### config.mk
export PLATFORM = sky130hd
export DESIGN_NAME = inst_rom_arbiter
export DESIGN_NICKNAME = d
export VERILOG_FILES = /design/src/rtl/inst_rom_arbiter.sv
export SDC_FILE = /design/constraint.sdc
export NUM_CORES = 1
export LEC_CHECK = 0
export BUFFER_PORTS_ARGS = -buffer_cell sky130_fd_sc_hd__buf_2
export CORE_MARGIN = 2
export CORE_UTILIZATION = 51
export DETAILED_ROUTE_END_ITERATION = 8
export PLACE_DENSITY = 0.85
export SLEW_MARGIN = 20
export SYNTH_ARGS = -nofsm -noshare
export SYNTH_HDL_FRONTEND = slang
export SYNTH_SLANG_ARGS = --single-unit
### constraint.sdc
create_clock -name clk -period 4.38 [get_ports clk]
set_input_delay 1.314 -clock clk [delete_from_list [all_inputs] [get_ports clk]]
set_output_delay 1.314 -clock clk [all_outputs]
set_load 0.005 [all_outputs]
### src/rtl/inst_rom_arbiter.sv
// Instruction ROM arbiter: CPU fetch has priority, debug port is protected by a
// starvation counter; one ROM access per cycle, registered response one cycle later.
module inst_rom_arbiter #(
   parameter int ADDR_W     = 5,
   parameter int STARVE_MAX = 4
) (
   input  logic              clk,
   input  logic              resetn,
   input  logic              cpu_req,
   input  logic [31:0]       cpu_addr,
   output logic              cpu_gnt,
   output logic              cpu_rvalid,
   output logic [31:0]       cpu_rdata,
   output logic              cpu_err,
   input  logic              dbg_req,
   input  logic [ADDR_W-1:0] dbg_addr,
   output logic              dbg_gnt,
   output logic              dbg_rvalid,
   output logic [31:0]       dbg_rdata,
   output logic [ADDR_W-1:0] rom_addr,
   input  logic [31:0]       rom_inst
);

   localparam logic [2:0] STARVE_LIM = 3'(STARVE_MAX);

   typedef enum logic [1:0] {
      OWN_IDLE = 2'd0,
      OWN_CPU  = 2'd1,
      OWN_DBG  = 2'd2
   } owner_t;

   owner_t      owner_reg, owner_next;
   logic [2:0]  starve_cnt_reg, starve_cnt_next;
   logic [31:0] cpu_rdata_reg, dbg_rdata_reg;
   logic        cpu_err_reg;
   logic        cpu_bad;
   logic        dbg_forced;

   assign cpu_bad    = (cpu_addr[1:0] != 2'b00) || (cpu_addr[31:ADDR_W+2] != '0);
   assign dbg_forced = dbg_req && (starve_cnt_reg == STARVE_LIM);

   always_comb begin
      cpu_gnt         = 1'b0;
      dbg_gnt         = 1'b0;
      rom_addr        = '0;
      owner_next      = OWN_IDLE;
      starve_cnt_next = 3'd0;

      if (cpu_req && !dbg_forced) begin
         cpu_gnt    = 1'b1;
         owner_next = OWN_CPU;
         // Bad addresses are still accepted, but never reach the ROM.
         if (!cpu_bad) begin
            rom_addr = cpu_addr[ADDR_W+1:2];
         end
      end else if (dbg_req) begin
         dbg_gnt    = 1'b1;
         owner_next = OWN_DBG;
         rom_addr   = dbg_addr;
      end

      if (dbg_req && !dbg_gnt) begin
         starve_cnt_next = (starve_cnt_reg == STARVE_LIM) ? starve_cnt_reg
                                                          : starve_cnt_reg + 3'd1;
      end
   end

   always_ff @(posedge clk or negedge resetn) begin
      if (!resetn) begin
         owner_reg      <= OWN_IDLE;
         starve_cnt_reg <= 3'd0;
         cpu_rdata_reg  <= 32'h0;
         cpu_err_reg    <= 1'b0;
         dbg_rdata_reg  <= 32'h0;
      end else begin
         owner_reg      <= owner_next;
         starve_cnt_reg <= starve_cnt_next;
         if (cpu_gnt) begin
            cpu_rdata_reg <= cpu_bad ? 32'h0 : rom_inst;
            cpu_err_reg   <= cpu_bad;
         end
         if (dbg_gnt) begin
            dbg_rdata_reg <= rom_inst;
         end
      end
   end

   // The last-cycle winner doubles as the response-valid flag.
   assign cpu_rvalid = (owner_reg == OWN_CPU);
   assign dbg_rvalid = (owner_reg == OWN_DBG);
   assign cpu_rdata  = cpu_rdata_reg;
   assign cpu_err    = cpu_err_reg;
   assign dbg_rdata  = dbg_rdata_reg;

endmodule

# --- Yosys cells after proc, flatten, opt, wreduce, memory -nomap -nowiden ---
# Cells that the tools add are included.
op_classes:
  n_eq_ne: 4
  reduce_logical: 8
  mux: 11
  addsub: 1
ops:
  columns: ["operator", "count"]
  rows:
  - ["$mux W32", 1]
  - ["$reduce_bool A25 Y1", 1]
  - ["$mux W5", 3]
  - ["$mux W3", 2]
  - ["$mux W2", 2]
  - ["$add A3 B1 Y3 const B", 1]
  - ["$eq A3 B3 Y1 const B", 1]
  - ["$logic_and A1 B1 Y1", 3]
  - ["$mux W1", 3]
  - ["$eq A2 B1 Y1 const B", 1]
  - ["$eq A2 B2 Y1 const B", 1]
  - ["$logic_not A1 Y1", 2]
  - ["$ne A2 B2 Y1 const B", 1]
  - ["$reduce_bool A2 Y1", 1]
  - ["$logic_or A1 B1 Y1", 1]
totals:
  inputBits: 73
  wordCells: 29
  reg_bits: 70
  out_inout_bits: 74

# --- Depth between registers and ports, before layout ---
# Gate-level depths: netlist (run 1).
depth:
  ltp_word: 8
  ltp_mapped: 7
  mapped_depth_nobuf: 6

# --- Worst setup path after synthesis (run 1) ---
# No wires, ideal clock.
synth_path:
  kind: "input-to-output"
  startpoint: "in cpu_addr[7]"
  endpoint: "out rom_addr[0]"
  slack_ns: 0.795
  t_required_ns: 3.066
  n_path_buf: 2
  path_stages: 5
  t_arrival_ns: 2.271
  cell_sequence: "nor4_1 -> nand4_1 -> buf_2 -> buf_6 -> o31ai_2"
synth_via:
  elab_chain_len: 4
synth_rtl:
  columns: ["element", "line_no", "rtl"]
  rows:
  - ["from (decl)", "10", "input logic [31:0] cpu_addr,"]
  - ["$reduce_bool A25 Y1", "39", "assign cpu_bad = (cpu_addr[1:0] != 2'b00) || (cpu_addr[31:ADDR_W+2] != '0);"]
  - ["$logic_or A1 B1 Y1", "39", null]
  - ["$mux W5", "53", "if (!cpu_bad) begin"]
  - ["$mux W5", "49", "if (cpu_req && !dbg_forced) begin"]
  - ["to (decl)", "20", "output logic [ADDR_W-1:0] rom_addr,"]
# No other way between the ends.

# --- Worst setup path in the final report (run 1) ---
# Ends and elaborated chain as after synthesis.

==> results of run 1 <==
area by class of cell:
cell class	instances	area, µm²
Clock buffer	10	138
Clock inverter	6	85.1
Fill cell	487	2040
Inverter	35	131
Multi-Input combinational cell	138	1310
Sequential cell	70	1750
Tap cell	77	96.3
Timing Repair Buffer	155	798
power by group:
group          switching (mW)  internal (mW)
Clock                   0.240          0.334
Combinational          0.0932          0.106
Sequential             0.0221          0.691
worst register-to-register path, stage by stage (launching register included):
cell and delay, ns:
dfrtp_1 0.39, inv_1 0.07, ha_1 0.19, nand3_4 0.31, a21boi_4 0.27, buf_4 0.42
mux2_2 0.41
cells by family (layout without fill, tap and decap cells):
logic type / count (synthesis) / after routing / synth area share, %
fa+ha+maj: 2 / 2 / 0.749
xor+xnor: 1 / 1 / 0.262
mux: 32 / 32 / 10.8
simple gates: 58 / 58 / 9.29
compound gates: 45 / 45 / 18.1
flops: 70 / 70 / 52.4
buf+inv: 59 / 206 / 8.43
routing by layer:
layer | routed length, µm | up-vias | GRT usage [%]
met1 | 3280 | 1328 | 27.6
met3 | 469 | 14 | 4.77
met5 | 0 | - | 0
met4 | 148 | 0 | 9.81
met2 | 4190 | 106 | 42.5
li1 | - | 1247 | -
cell usage in the layout, fill, tap and decap left out, drive strengths merged:
cell type,synthesis,layout
nor4,6,6
o31ai,5,5
nand3,39,39
dfrtp,70,70
nand4,1,1
and3,3,3
a21boi,1,1
bufinv,0,2
clkbuf,8,10
clkinvlp,0,2
xor2,1,1
ha,2,2
inv,34,34
o32ai,32,32
nand2,6,6
o31a,1,1
mux2,32,32
nor2b,2,2
clkinv,1,3
buf,16,155
a21o,6,6
nor3,1,1
metrics by stage:
step                instances  setup WS, ns
global route              491         0.275
CTS                       491         0.476
finish                    491         0.473
floorplan                 267         0.795
detailed placement        475         0.477
global placement          475         0.493
worst paths after layout:
check                                               from                         to  cells past startpoint
setup / recovery                             cpu_addr[7]                rom_addr[0]                      6
hold / removal                 dbg_rdata[17]$_DFFE_PN0P_  dbg_rdata[17]$_DFFE_PN0P_                      1
setup reg to reg           starve_cnt_reg[0]$_DFFE_PN0P_  dbg_rdata[10]$_DFFE_PN0P_                      6
hold reg to reg                dbg_rdata[17]$_DFFE_PN0P_  dbg_rdata[17]$_DFFE_PN0P_                      1
max in group asynchronous                         resetn  cpu_rdata[19]$_DFFE_PN0P_                      2
min in group asynchronous                         resetn  cpu_rdata[26]$_DFFE_PN0P_                      1
==> out/results.txt, run 1 <==
Slew HR - 61.4%
Number of core rows - 29
Synth Instances - 267
Post-synth top area share - 52.4%
Reg2reg setup slack - 2.22 ns
Buf/Inv on CP - 3
Final worst path period need - 3.91 ns
Residual DRC - 0
Static Leak - 2.06 nW
Arr. time, crit path - 2.59 ns
Fin util - 67.9%
Post-synth top flop - dfrtp_1
Seq/Total Area, Yosys - 52.4%
Worst Hold Class - reg2reg
Post_cts resized - 0
Highest clock rate - 0.256 GHz
Post-detail-place hpwl - 5660 µm
Leading area contributor after synthesis - dfrtp_1
Synth Register Bits - 70
Startpoint types - input port
Gr ovfl total - 0
Fin. max-slew vios - 0
CTS tree - done
Number of detailed-route iterations in the first pass - 5
Net count after synthesis - 342
Routed WL per cell - 16.5 µm
First-pass GRT wire length - 13500 µm
Antenna viol nets, final - 0
Clock Pin Slew Worst Setup and Hold Paths - 0.07 ns
Worst slew pin tran - 0.579 ns
Synth cell count leaders - 70 x dfrtp_1, 38 x nand3_1, 34 x inv_1
Setup CP Type - in2out
CP top delay family - buffers and inverters
Max Cap Violations - 0
Final nets - 484
Final Cell Area - 4310 µm²
Number of global-route vias before repair - 2849
Placement Cell Area - 4090 µm²
I/O Pins - 147
Crit-path max cell delay - 0.33 ns
PD cells - 345 nW/µm²
Ys Warns - 0
Die height - 84.9 µm
TritonCTS Buffers - 9
Crit end category - output pin
Status - complete, no violations
PortBufs - 146
Count leader, synth - dfrtp_1
Fin. Hold Viols - 0
DR iter-0 viols - 114
Die Area - 7210 µm²
Hold_buf cts - 0
Top cell by count, worst path - buf_2
VDD IR-drop max - 0.214 mV
CTS H-Tree Depth - 3
Initial antenna violation count - 0
Antenna cells - 0
Crit-path max FO - 38
Routability cong. - 0.784
Worst-skew pair later-pin latency - 0.34 ns
Ratio of cells with drive above 1 in the final layout - 57.0%
Most area-consuming cells after synthesis - dfrtp_1 52%, o32ai_2 12%, mux2_2 11%
RSZ-0062 raised after global routing - no
Largest net degree at the start of global routing - 39
Synth Area per Inst - 12.5 µm²
Max Root-Sink Buffers - 2
Final worst path period share - 89.2%
Synthesized area - 3340 µm²
CP Cell Sequence - buf_2 -> nor4_1 -> nand4_1 -> buf_4 -> o31ai_2 -> buf_2
Layout area overhead - 29.1%
Total power - 1.49 mW
Post-CTS Setup Bufs - 0
TritonCTS Sinks - 70
Die W - 84.9 µm
Core ar. - 6350 µm²
CTS Root Buffer Type - clkbuf_8
Fraction of registers with async set/reset - 100%
Total GRT Usage - 23.7%
Setup violators final - 0
EDFF count, synth - 0
Via density - 5.49
Hold WS - 0.503 ns
Worst Clk Skew - 0.00735 ns
Worst Path Required - 3.07 ns
Synth unique cells - 25
Post-Route WL - 8080 µm
Setup total negative slack - 0 ns
Initial core utilization - 52.6%
Slowest CP cell - buf_4
Vias after detailed routing - 2695
No activity file was read; power rests on OpenSTA's default activity.
==> run 2, diff against run 1 <==
- CORE_ASPECT_RATIO: unset -> 1.4
==> out/results.txt, run 2 (synthesis results as in run 1) <==
Clock Pin Slew Worst Setup and Hold Paths - 0.07 ns
Max Cap Violations - 0
Final nets - 484
Static Leak - 2.06 nW
PD cells - 335 nW/µm²
Setup slack at placement - 0.466 ns
Most frequent cells in the layout - 146 x buf_2, 70 x dfrtp_1, 37 x nand3_1, 34 x inv_1, 32 x mux2_2
Setup total negative slack - 0 ns
RSZ-0062 raised after global routing - no
PortBufs - 146
Reg2reg setup slack - 2.25 ns
Worst Hold Class - reg2reg
VDD IR-drop max - 0.246 mV
Fin. max-slew vios - 0
Commonest non-fill, non-tap cell in the layout - buf_2
Die Area - 7220 µm²
Worst Clk Skew - 0.00661 ns
DP Cell Count - 470
Die height - 99.8 µm
Final worst path period share - 89.3%
Residual DRC - 0
Initial antenna violation count - 0
Slew HR - 38.9%
Antenna cells - 0
Initial core utilization - 53.1%
Fin util - 68.0%
Routed WL per cell - 16.7 µm
Startpoint types - input port
Crit-path max FO - 7
Largest net degree at the start of global routing - 43
DR iter-0 viols - 142
Fillers - 476
First-pass GRT wire length - 13200 µm
Post-Route WL - 8110 µm
Ratio of cells with drive above 1 in the final layout - 56.8%
Number of core rows - 34
Post-detail-place hpwl - 5710 µm
CTS tree - done
CTS Root Buffer Type - clkbuf_8
Worst-skew pair later-pin latency - 0.35 ns
Number of global-route vias before repair - 2741
Routability cong. - 0.771
Total GRT Usage - 23.8%
Max Root-Sink Buffers - 2
Crit end category - output pin
CTS H-Tree Depth - 3
Vias after detailed routing - 2671
Total power - 1.44 mW
Fin. Hold Viols - 0
Via density - 5.50
Gr ovfl total - 0
Status - complete, no violations
Final worst slack - 0.468 ns
Post_cts resized - 0
Antenna viol nets, final - 0
Arr. time, crit path - 2.60 ns
Worst slew pin tran - 0.917 ns
Setup CP Type - in2out
Layout area overhead - 28.2%
TritonCTS Buffers - 9
I/O Pins - 147
Core ar. - 6300 µm²
TritonCTS Sinks - 70
Number of detailed-route iterations in the first pass - 4
Final worst path period need - 3.91 ns
Die W - 72.4 µm
Worst Path Required - 3.07 ns
Post-CTS Setup Bufs - 0
Highest clock rate - 0.256 GHz
Final Non-Filler Cells - 486
Setup violators final - 0
Hold_buf cts - 0
[run 2: changes by cell type in the layout (fill, tap and decap cells not counted)]
cell        delta
clkinvlp_4     -2
bufinv_16      -1
clkbuf_1       +1
clkinv_2       +1
clkbuf_8       +1
[run 2: cell type report]
type / instances / area, µm² / area share, %
clock buffers: 12 / 155 / 3.62
inverters: 35 / 131 / 3.07
flip-flops and latches: 70 / 1750 / 40.9
repair buffers: 155 / 798 / 18.6
clock inverters: 4 / 45.0 / 1.05
multi-input cells: 138 / 1310 / 30.6
well taps: 72 / 90.1 / 2.10
[run 2: layer usage]
| metal | share of wire, % | routed length, µm | vias to the layer above | GRT usage, % |
|---|---|---|---|---|
| met4 | 2.2 | 176 | 0 | 12.1 |
| li1 | - | - | 1252 | - |
| met2 | 53 | 4290 | 94 | 41.2 |
| met3 | 5.0 | 404 | 13 | 4.05 |
| met5 | 0 | 0 | - | 0 |
| met1 | 40 | 3240 | 1312 | 27.8 |
[run 2: worst paths after layout]
check                                              start                        end  cells after the start
max                                          cpu_addr[7]                rom_addr[2]                      5
min                             dbg_rdata[3]$_DFFE_PN0P_   dbg_rdata[3]$_DFFE_PN0P_                      1
max reg2reg                starve_cnt_reg[0]$_DFFE_PN0P_  dbg_rdata[28]$_DFFE_PN0P_                      6
min reg2reg                     dbg_rdata[3]$_DFFE_PN0P_   dbg_rdata[3]$_DFFE_PN0P_                      1
max in group asynchronous                         resetn  cpu_rdata[18]$_DFFE_PN0P_                      2
min in group asynchronous                         resetn  cpu_rdata[19]$_DFFE_PN0P_                      1
[run 2: worst max-delay path, cell delays in order]
cell and delay (ns):
buf_2 0.09, nor4_1 0.30, nand4_1 0.40, o31ai_2 0.34
buf_2 0.15
[run 2: stage by stage]
step | hold slack [ns] | cell area, µm²
after floorplan | 0.505 | 3340
after global placement | 0.484 | 4080
after detailed placement | 0.490 | 4080
after CTS | 0.507 | 4280
after global routing | 0.522 | 4280
final | 0.505 | 4280
[run 2: power by group]
| part | internal, mW | total [mW] | switching (mW) |
|---|---|---|---|
| registers | 0.692 | 0.713 | 0.0217 |
| clock network | 0.291 | 0.524 | 0.233 |
| logic | 0.105 | 0.198 | 0.0932 |
